<file path="src/rtl/result_writer.sv">
// Sequences operand-pair addresses to a slow ripple adder, waits for it to settle,
// and captures {carry, sum} for each pair into an 8-entry result store.
module result_writer #(
    parameter int NPAIRS = 5,
    parameter int SETTLE = 8
) (
    input  logic        clk,
    input  logic        rst_n,
    input  logic        start,
    input  logic        abort,
    input  logic [31:0] sum,
    input  logic        carry,
    output logic [5:0]  addr,
    output logic        busy,
    output logic        done,
    output logic        wr_en,
    output logic [2:0]  wr_addr,
    output logic [32:0] wr_data,
    input  logic [2:0]  rd_addr,
    output logic [32:0] rd_data,
    output logic [3:0]  count,
    output logic [3:0]  carry_cnt
);

    typedef enum logic [2:0] {
        S_IDLE,
        S_ISSUE,
        S_SETTLE,
        S_WRITE,
        S_DONE
    } state_t;

    localparam logic [2:0] LAST_IDX    = 3'(NPAIRS - 1);
    localparam logic [3:0] SETTLE_INIT = 4'(SETTLE - 1);

    state_t      state_q;
    logic [2:0]  idx_q;
    logic [3:0]  settle_q;
    logic [5:0]  addr_q;
    logic        busy_q;
    logic        done_q;
    logic        wr_en_q;
    logic [2:0]  wr_addr_q;
    logic [3:0]  count_q;
    logic [3:0]  carry_cnt_q;
    logic [32:0] mem_q [8];
    logic [32:0] wr_data_d;

    assign wr_data_d = {carry, sum};

    always_ff @(posedge clk or negedge rst_n) begin
        if (!rst_n) begin
            state_q     <= S_IDLE;
            idx_q       <= '0;
            settle_q    <= '0;
            addr_q      <= '0;
            busy_q      <= 1'b0;
            done_q      <= 1'b0;
            wr_en_q     <= 1'b0;
            wr_addr_q   <= '0;
            count_q     <= '0;
            carry_cnt_q <= '0;
            for (int i = 0; i < 8; i++) begin
                mem_q[i] <= '0;
            end
        end else begin
            wr_en_q <= 1'b0;
            done_q  <= 1'b0;
            // Cancel drops straight to IDLE; counters and stored entries are kept.
            if (state_q != S_IDLE && abort) begin
                state_q <= S_IDLE;
                busy_q  <= 1'b0;
            end else begin
                case (state_q)
                    S_IDLE: begin
                        if (start) begin
                            idx_q       <= '0;
                            addr_q      <= '0;
                            count_q     <= '0;
                            carry_cnt_q <= '0;
                            busy_q      <= 1'b1;
                            state_q     <= S_ISSUE;
                        end
                    end
                    S_ISSUE: begin
                        settle_q <= SETTLE_INIT;
                        state_q  <= S_SETTLE;
                    end
                    S_SETTLE: begin
                        if (settle_q == 4'd0) begin
                            wr_en_q   <= 1'b1;
                            wr_addr_q <= idx_q;
                            state_q   <= S_WRITE;
                        end else begin
                            settle_q <= settle_q - 4'd1;
                        end
                    end
                    S_WRITE: begin
                        mem_q[idx_q] <= wr_data_d;
                        count_q      <= count_q + 4'd1;
                        if (carry) begin
                            carry_cnt_q <= carry_cnt_q + 4'd1;
                        end
                        if (idx_q < LAST_IDX) begin
                            idx_q   <= idx_q + 3'd1;
                            addr_q  <= {2'b00, idx_q + 3'd1, 1'b0};
                            state_q <= S_ISSUE;
                        end else begin
                            busy_q  <= 1'b0;
                            done_q  <= 1'b1;
                            state_q <= S_DONE;
                        end
                    end
                    S_DONE: begin
                        state_q <= S_IDLE;
                    end
                    default: begin
                        state_q <= S_IDLE;
                    end
                endcase
            end
        end
    end

    // Strobes are masked by a same-cycle abort so a cancelled WRITE/DONE is invisible.
    assign wr_en     = wr_en_q & ~abort;
    assign done      = done_q & ~abort;
    assign wr_data   = wr_en ? wr_data_d : '0;
    assign wr_addr   = wr_addr_q;
    assign addr      = addr_q;
    assign busy      = busy_q;
    assign count     = count_q;
    assign carry_cnt = carry_cnt_q;
    assign rd_data   = mem_q[rd_addr];

endmodule

</file>
<file path="config.mk">
export PLATFORM = sky130hd
export DESIGN_NAME = result_writer
export DESIGN_NICKNAME = d
export VERILOG_FILES = /design/src/rtl/result_writer.sv
export SDC_FILE = /design/constraint.sdc
export NUM_CORES = 1
export LEC_CHECK = 0
export CAP_MARGIN = 5
export CORE_ASPECT_RATIO = 1.5
export CORE_UTILIZATION = 55
export DETAILED_ROUTE_END_ITERATION = 8
export PLACE_DENSITY = 0.89
export SYNTH_ARGS = -nofsm -noshare
export SYNTH_HDL_FRONTEND = slang
export SYNTH_SLANG_ARGS = --single-unit
export TNS_END_PERCENT = 100
</file>
<file path="constraint.sdc">
create_clock -name clk -period 2.9 [get_ports clk]
set_input_delay 0.58 -clock clk [delete_from_list [all_inputs] [get_ports clk]]
set_output_delay 0.58 -clock clk [all_outputs]
set_load 0.005 [all_outputs]
</file>
==> impl_metrics.csv <==
group,metric,value,unit
clock_network,cts_max_level,1,
die,row_count,69,
sta,clock.fmax,0.348,GHz
grt,initial_antenna_violation_count,0,
min_path,hold_path.class,"input pin to async pin",
grt,overflow,0,
sta,finalSetupTns,0,ns
die,initial_core_utilization,0.565,
detailed_routing,via_per_inst,5.88,
clock_network,clkSlewWorstSetupHoldPaths,0.06,ns
clock_network,cts_made_buffers,28,
clock_network,cts-root-buf,"sky130_fd_sc_hd__clkbuf_16",
die,top_level_ports,126,
pwr,cellPowerDensity,619,mW/mm2
die,die_width,130,um
logic_synthesis,synth.yosys.warnings,0,
clock_network,clock_tree.buffer_depth,3,
critical_path,cp_data_required_time,2.32,ns
pwr,power.ir.vdd_worst,0.473,mV
sta,final.min_clock_period,2.87,ns
clock_network,clkLatencyLatePin,0.53,ns
die,fp.coreArea,0.0238,mm2
grt,vias_in_the_first_global_route,8571,
sta,final.setup.worst_slack,0.0283,ns
logic_synthesis,ys_seq_area_frac,0.535,
run_status,status,"completed",
finish,fin_util,0.684,
finish,fillers,1604,
placement,placement.setup.worst_slack,0.0365,ns
logic_synthesis,synth.ff_latch_count,288,
placement,dp_hpwl,17700,um
critical_path,worst-r2r-setup-slack,0.75,ns
sta,report.final.hold_viol_count,0,
sta,final.hold.worst_slack,0.0260,ns
clock_network,post_cts.resized_instances,0,
critical_path,maximum_fanout_encountered_on_the_critical_timing_path,24,
logic_synthesis,synth_area,0.0135,mm2
die,floorplan.die_area,0.0251,mm2
clock_network,postCtsSetupRepairBufs,0,
critical_path,cp-start-kind,"input pin",
sta,timing_max_transition_violations_final,0,
sta,slew-limit-headroom,0.555,
finish,multi_input_comb_area,0.00591,mm2
sta,clock-skew-final,0.00898,ns
detailed_routing,via_count,7733,
sta,layout_worst_path_cycle_share,0.990,
sta,max_slew.worst_pin.slew,0.667,ns
grt,largest_net_degree_at_the_start_of_global_routing,82,
sta,grt_setup_unrepaired,"yes",
flow_run,max_cap_violations,0,
logic_synthesis,post_synth.cell_area_avg,16.1,um2
clock_network,clock_tree_from_tritoncts,"yes",
finish,seqCellArea,0.00721,mm2
detailed_routing,postRouteWirelength,28500,um
sta,setup_viol_count_final,0,
critical_path,data_arrival_critical_path,2.29,ns
pwr,p_leak,0.00783,uW
placement,buffer_ports.inserted,122,
placement,dp.cells,1264,
detailed_routing,drt_drc_violations_left,0,
critical_path,critical_path_class,"input pin to output pin",
clock_network,cts_hold_repair.buffers,0,
finish,final_net_count,1019,
die,floorplan.die.height,194,um
detailed_routing,drtAntennaViolNets,0,
finish,final_layout_size_suffix_gt1_frac,0.468,
detailed_routing,initialDrtViolationCount,457,
detailed_routing,dr.pass1.iters,4,
logic_synthesis,synth_top_flop_cell,"sky130_fd_sc_hd__dfrtp_1",
grt,grt_util_all_layers,0.242,
critical_path,cp-end-kind,"output pin",
logic_synthesis,synth_edf_count,0,
finish,non_filler_cells_in_the_finished_layout,1316,
grt,grt_first_pass_wirelength,46800,um
finish,antennaDiodeCount,0,
logic_synthesis,synth_cell_types,52,
detailed_routing,avgRoutedWirePerCell,21.7,um
clock_network,clock_sinks,288,
logic_synthesis,ffs_w_async_s_r_synth,1.00,
finish,syn2layout_area_growth,21.0,%
logic_synthesis,syn_inst,834,
placement,gp_routability_congestion,0.750,
[worst paths after layout]
path | from | endpoint | depth (start not counted)
setup reg to reg | state_q[0]$_DFFE_PN0P_ | mem_q[192]$_DFFE_PN0P_ | 5
hold / removal | rst_n | count[1]$_DFFE_PN0P_ | 1
setup / recovery | rd_addr[0] | rd_data[22] | 5
min in group clk | mem_q[166]$_DFFE_PN0P_ | mem_q[166]$_DFFE_PN0P_ | 1
max in group asynchronous | rst_n | mem_q[213]$_DFFE_PN0P_ | 2
hold reg to reg | mem_q[166]$_DFFE_PN0P_ | mem_q[166]$_DFFE_PN0P_ | 1
[state kept, by name, indices dropped and copies added, names as in the netlist]
signal and flops:
wr_addr 3, wr_en_q 1, settle_q 4, mem_q 264
done_q 1, carry_cnt 4, count 4, state_q 3
addr 3, busy 1
[kinds of logic after synthesis]
group / count (synthesis) / share of synthesized area
AO/OA/AOI/OAI: 25 / 0.0133
XOR/XNOR: 1 / 0.000651
adder cells (fa/ha/maj): 4 / 0.00372
buffers and inverters: 64 / 0.0281
flip-flops: 288 / 0.535
multiplexers: 370 / 0.373
other: 1 / 0.000278
AND/OR/NAND/NOR: 81 / 0.0461
[worst max-delay path, cell delays in order]
cell and delay (ns):
sky130_fd_sc_hd__buf_4 0.15, sky130_fd_sc_hd__buf_12 0.24, sky130_fd_sc_hd__mux4_2 0.54, sky130_fd_sc_hd__mux2_2 0.32
sky130_fd_sc_hd__clkdlybuf4s50_1 0.45
[report_power, final]
| group | internal, uW | leakage (uW) | switching (uW) |
|---|---|---|---|
| Combinational | 841 | 0.00338 | 550 |
| Clock | 2490 | 0.000508 | 1510 |
| Sequential | 4390 | 0.00394 | 305 |
[metrics by stage]
step | power (uW) | cell area, um2
after floorplan | 5540 | 13500
after global placement | 6080 | 15300
after detailed placement | 6170 | 15300
after CTS | 10200 | 16300
after global routing | 10500 | 16300
final | 10100 | 16300
[area by class of cell]
class	count	area share
flip-flops and latches	288	0.442
multi-input cells	484	0.363
repair buffers	169	0.106
clock buffers	39	0.0499
well taps	319	0.0245
clock inverters	13	0.0134
inverters	4	0.000922
[Yosys cell counts (2+ instances only)]
cell,instances,area [um2]
sky130_fd_sc_hd__or3b_2,2,17.5
sky130_fd_sc_hd__nor2_1,8,30.0
sky130_fd_sc_hd__clkbuf_1,16,60.1
sky130_fd_sc_hd__a31oi_1,2,12.5
sky130_fd_sc_hd__nand4b_4,2,47.6
sky130_fd_sc_hd__mux2_2,260,2930
sky130_fd_sc_hd__and2_1,37,231
sky130_fd_sc_hd__buf_6,11,124
sky130_fd_sc_hd__a22o_1,3,26.3
sky130_fd_sc_hd__o21ai_0,4,20.0
sky130_fd_sc_hd__buf_1,3,11.3
sky130_fd_sc_hd__mux2i_1,3,30.0
sky130_fd_sc_hd__o22ai_1,3,18.8
sky130_fd_sc_hd__a21oi_1,2,10.0
sky130_fd_sc_hd__nor2b_1,2,12.5
sky130_fd_sc_hd__a21o_1,2,15.0
sky130_fd_sc_hd__o2bb2ai_1,2,17.5
sky130_fd_sc_hd__inv_1,4,15.0
sky130_fd_sc_hd__o211ai_1,2,15.0
sky130_fd_sc_hd__nor4b_4,2,47.6
sky130_fd_sc_hd__buf_4,7,52.6
sky130_fd_sc_hd__nor3_1,2,10.0
sky130_fd_sc_hd__nor3b_1,3,22.5
sky130_fd_sc_hd__nand3_1,3,15.0
sky130_fd_sc_hd__mux2_4,30,450
sky130_fd_sc_hd__mux2_1,11,124
sky130_fd_sc_hd__mux4_2,66,1490
sky130_fd_sc_hd__ha_1,4,50.1
sky130_fd_sc_hd__nand2_1,4,15.0
sky130_fd_sc_hd__nor4b_1,2,17.5
sky130_fd_sc_hd__buf_2,23,115
sky130_fd_sc_hd__and4_1,2,17.5
sky130_fd_sc_hd__dfrtp_1,288,7210
[placed cells by master (no fill, tap or decap), types with 4 or more instances in the layout]
master                            netlist  layout
sky130_fd_sc_hd__mux2_2               260     260
sky130_fd_sc_hd__buf_12                 0      13
sky130_fd_sc_hd__nand2_1                4       4
sky130_fd_sc_hd__mux2_1                11      11
sky130_fd_sc_hd__o21ai_0                4       4
sky130_fd_sc_hd__dfrtp_1              288     288
sky130_fd_sc_hd__nor2_1                 8       8
sky130_fd_sc_hd__ha_1                   4       4
sky130_fd_sc_hd__clkbuf_16              0      29
sky130_fd_sc_hd__clkbuf_1              16       5
sky130_fd_sc_hd__mux4_2                66      66
sky130_fd_sc_hd__mux2_4                30      30
sky130_fd_sc_hd__bufinv_16              0       6
sky130_fd_sc_hd__inv_1                  4       4
sky130_fd_sc_hd__clkdlybuf4s50_1        0     118
sky130_fd_sc_hd__clkinv_2               0       6
sky130_fd_sc_hd__and2_1                37      37
sky130_fd_sc_hd__buf_4                  7      35
sky130_fd_sc_hd__clkbuf_8               0       5
[layer usage]
layer / track usage / part of all wire / wire length [um] / vias up
li1: - / - / - / 3383
met1: 0.307 / 0.40 / 11500 / 4153
met2: 0.438 / 0.55 / 15700 / 164
met3: 0.0276 / 0.032 / 914 / 33
met4: 0.0581 / 0.016 / 448 / 0
met5: 0 / 0 / 0 / -
Power figures use the tool's default switching activity.
==> edit (same flow settings) <==
Make the reset (`rst_n`) synchronous in one clocked block.
--- a/src/rtl/result_writer.sv
+++ b/src/rtl/result_writer.sv
@@ -48,7 +48,7 @@
 
     assign wr_data_d = {carry, sum};
 
-    always_ff @(posedge clk or negedge rst_n) begin
+    always_ff @(posedge clk) begin
         if (!rst_n) begin
             state_q     <= S_IDLE;
             idx_q       <= '0;
Check against the original RTL: differs if rst_n is asserted again (counterexample within 4 cycles, from zero or initial values and one cycle with rst_n low); with rst_n held inactive, the same outputs for 10 cycles.
==> edit against the original RTL <==
Synthesized area is 1.1% lower. Sequential cell count stayed put. Worst setup slack better by 54 ps. Design area is 0.71% lower. Power is 11% lower. Die area is 1.1% lower. Sequential share of layout area is 7.7 points higher. Wire length is 13% higher. Critical path type is now reg -> out.
==> edit: results (changes against the original RTL) <==
via density per instance=5.95 (+1.2%); peak supply drop=0.000429 V (-9.4%); status=finished, final reports clean; Placed Area=15300 sq um (+0.39%); Netlist cell types=54 (+3.8%); Post-synth ARST share=0 (-1.00); Worst Path Arrival=2240 ps (-50 ps); Syn Inst Count=876 (+5.0%); Num CTS Buffers=26 (-7.1%); Vias=8048 (+4.1%); Primary FF master, synth=edfxtp_1; gp weighted congestion=0.803 (+7.1%); delay of the slowest critical-path stage=510 ps (-30 ps); NumNets Final=1060 (+4.0%); CP Max Fanout=1 (-96%); vias in the first global route=8420 (-1.8%); first-iteration detailed-routing DRC count=724 (+58%); slew margin rel.=0.479 (-0.0765); largest cells by area after synthesis=edfxtp_1, and2_1, mux4_2; Seq/Total Area, Yosys=0.632 (+0.0964); ratio of cells with drive above 1 in the final layout=0.207 (-0.261); filler cell count in the final layout=1530 (-4.6%); Synth top cells by count=and2_1, edfxtp_1, mux4_2; first-pass GRT wire length=48.4 mm (+3.5%); clk_skew=8.56 ps (-0.412 ps); GRT Overall Usage=0.268 (+0.0260)
[edit: cell count changes in the layout (fill, tap and decap cells not counted), moves of 7 or more]
| cell | change |
|---|---|
| nand2_1 | +7 |
| mux2_4 | -30 |
| mux2_1 | -11 |
| mux2_2 | -227 |
| dfrtp_1 | -288 |
| and2_1 | +260 |
| buf_12 | +8 |
| nand2b_2 | +8 |
| edfxtp_1 | +264 |
| dfxtp_1 | +24 |
[edit: layer usage]
layer	global-route usage	part of all wire
met1	0.333	0.37
met2	0.484	0.54
met3	0.0288	0.069
met4	0.0959	0.026
met5	0	0
[edit: critical path: cells and delay by family (launching register included)]
kind                   cells  cell delay [ps]
muxes                      2              810
buffers and inverters      1              460
DFF                        1              430
[edit: worst paths after layout]
path	startpoint	endpoint	slack, ps	depth (start not counted)
max	mem_q[2][32]	rd_data[32]	80	3
min reg2reg	count[3]	count[3]	490	1
max reg2reg	state_q[0]	mem_q[7][10]	680	4
min	count[3]	count[3]	490	1
[edit: cells by family after synthesis]
logic type | share of synthesized area
AOI/OAI and AO/OA | 0.0195
xor gates and xnor gates | 0.000658
adders and majority gates | 0.00376
buffers and inverters | 0.0223
DFF | 0.632
muxes | 0.140
other | 0.000282
and+or+nand+nor | 0.182
[edit: layout make-up]
type	count	area [sq um]	share of cell area
flip-flops and latches	288	8410	0.520
multi-input cells	520	4640	0.287
clock buffers	31	701	0.0433
well taps	319	399	0.0247
repair buffers	172	1850	0.114
clock inverters	15	153	0.00944
inverters	8	30.0	0.00186
[edit: timing repair]
| item | in CTS | in global routing |
|---|---|---|
| setup endpoints to repair | 0 | 1 |
| hold endpoints to repair | 0 | 0 |
| resized for setup | 0 | 1 |
[edit: through the flow]
stage	setup slack, ps	total power (uW)
detailed placement	35.4	5540
global route	34.2	9140
finish	82.2	8930
CTS	15.8	8950
global placement	57.8	5510
floorplan	262	5140
[edit: power breakdown]
group	switching [uW]	total (uW)	internal, uW
clock	1490	3480	1990
sequential	53.0	4710	4650
combinational	353	747	394
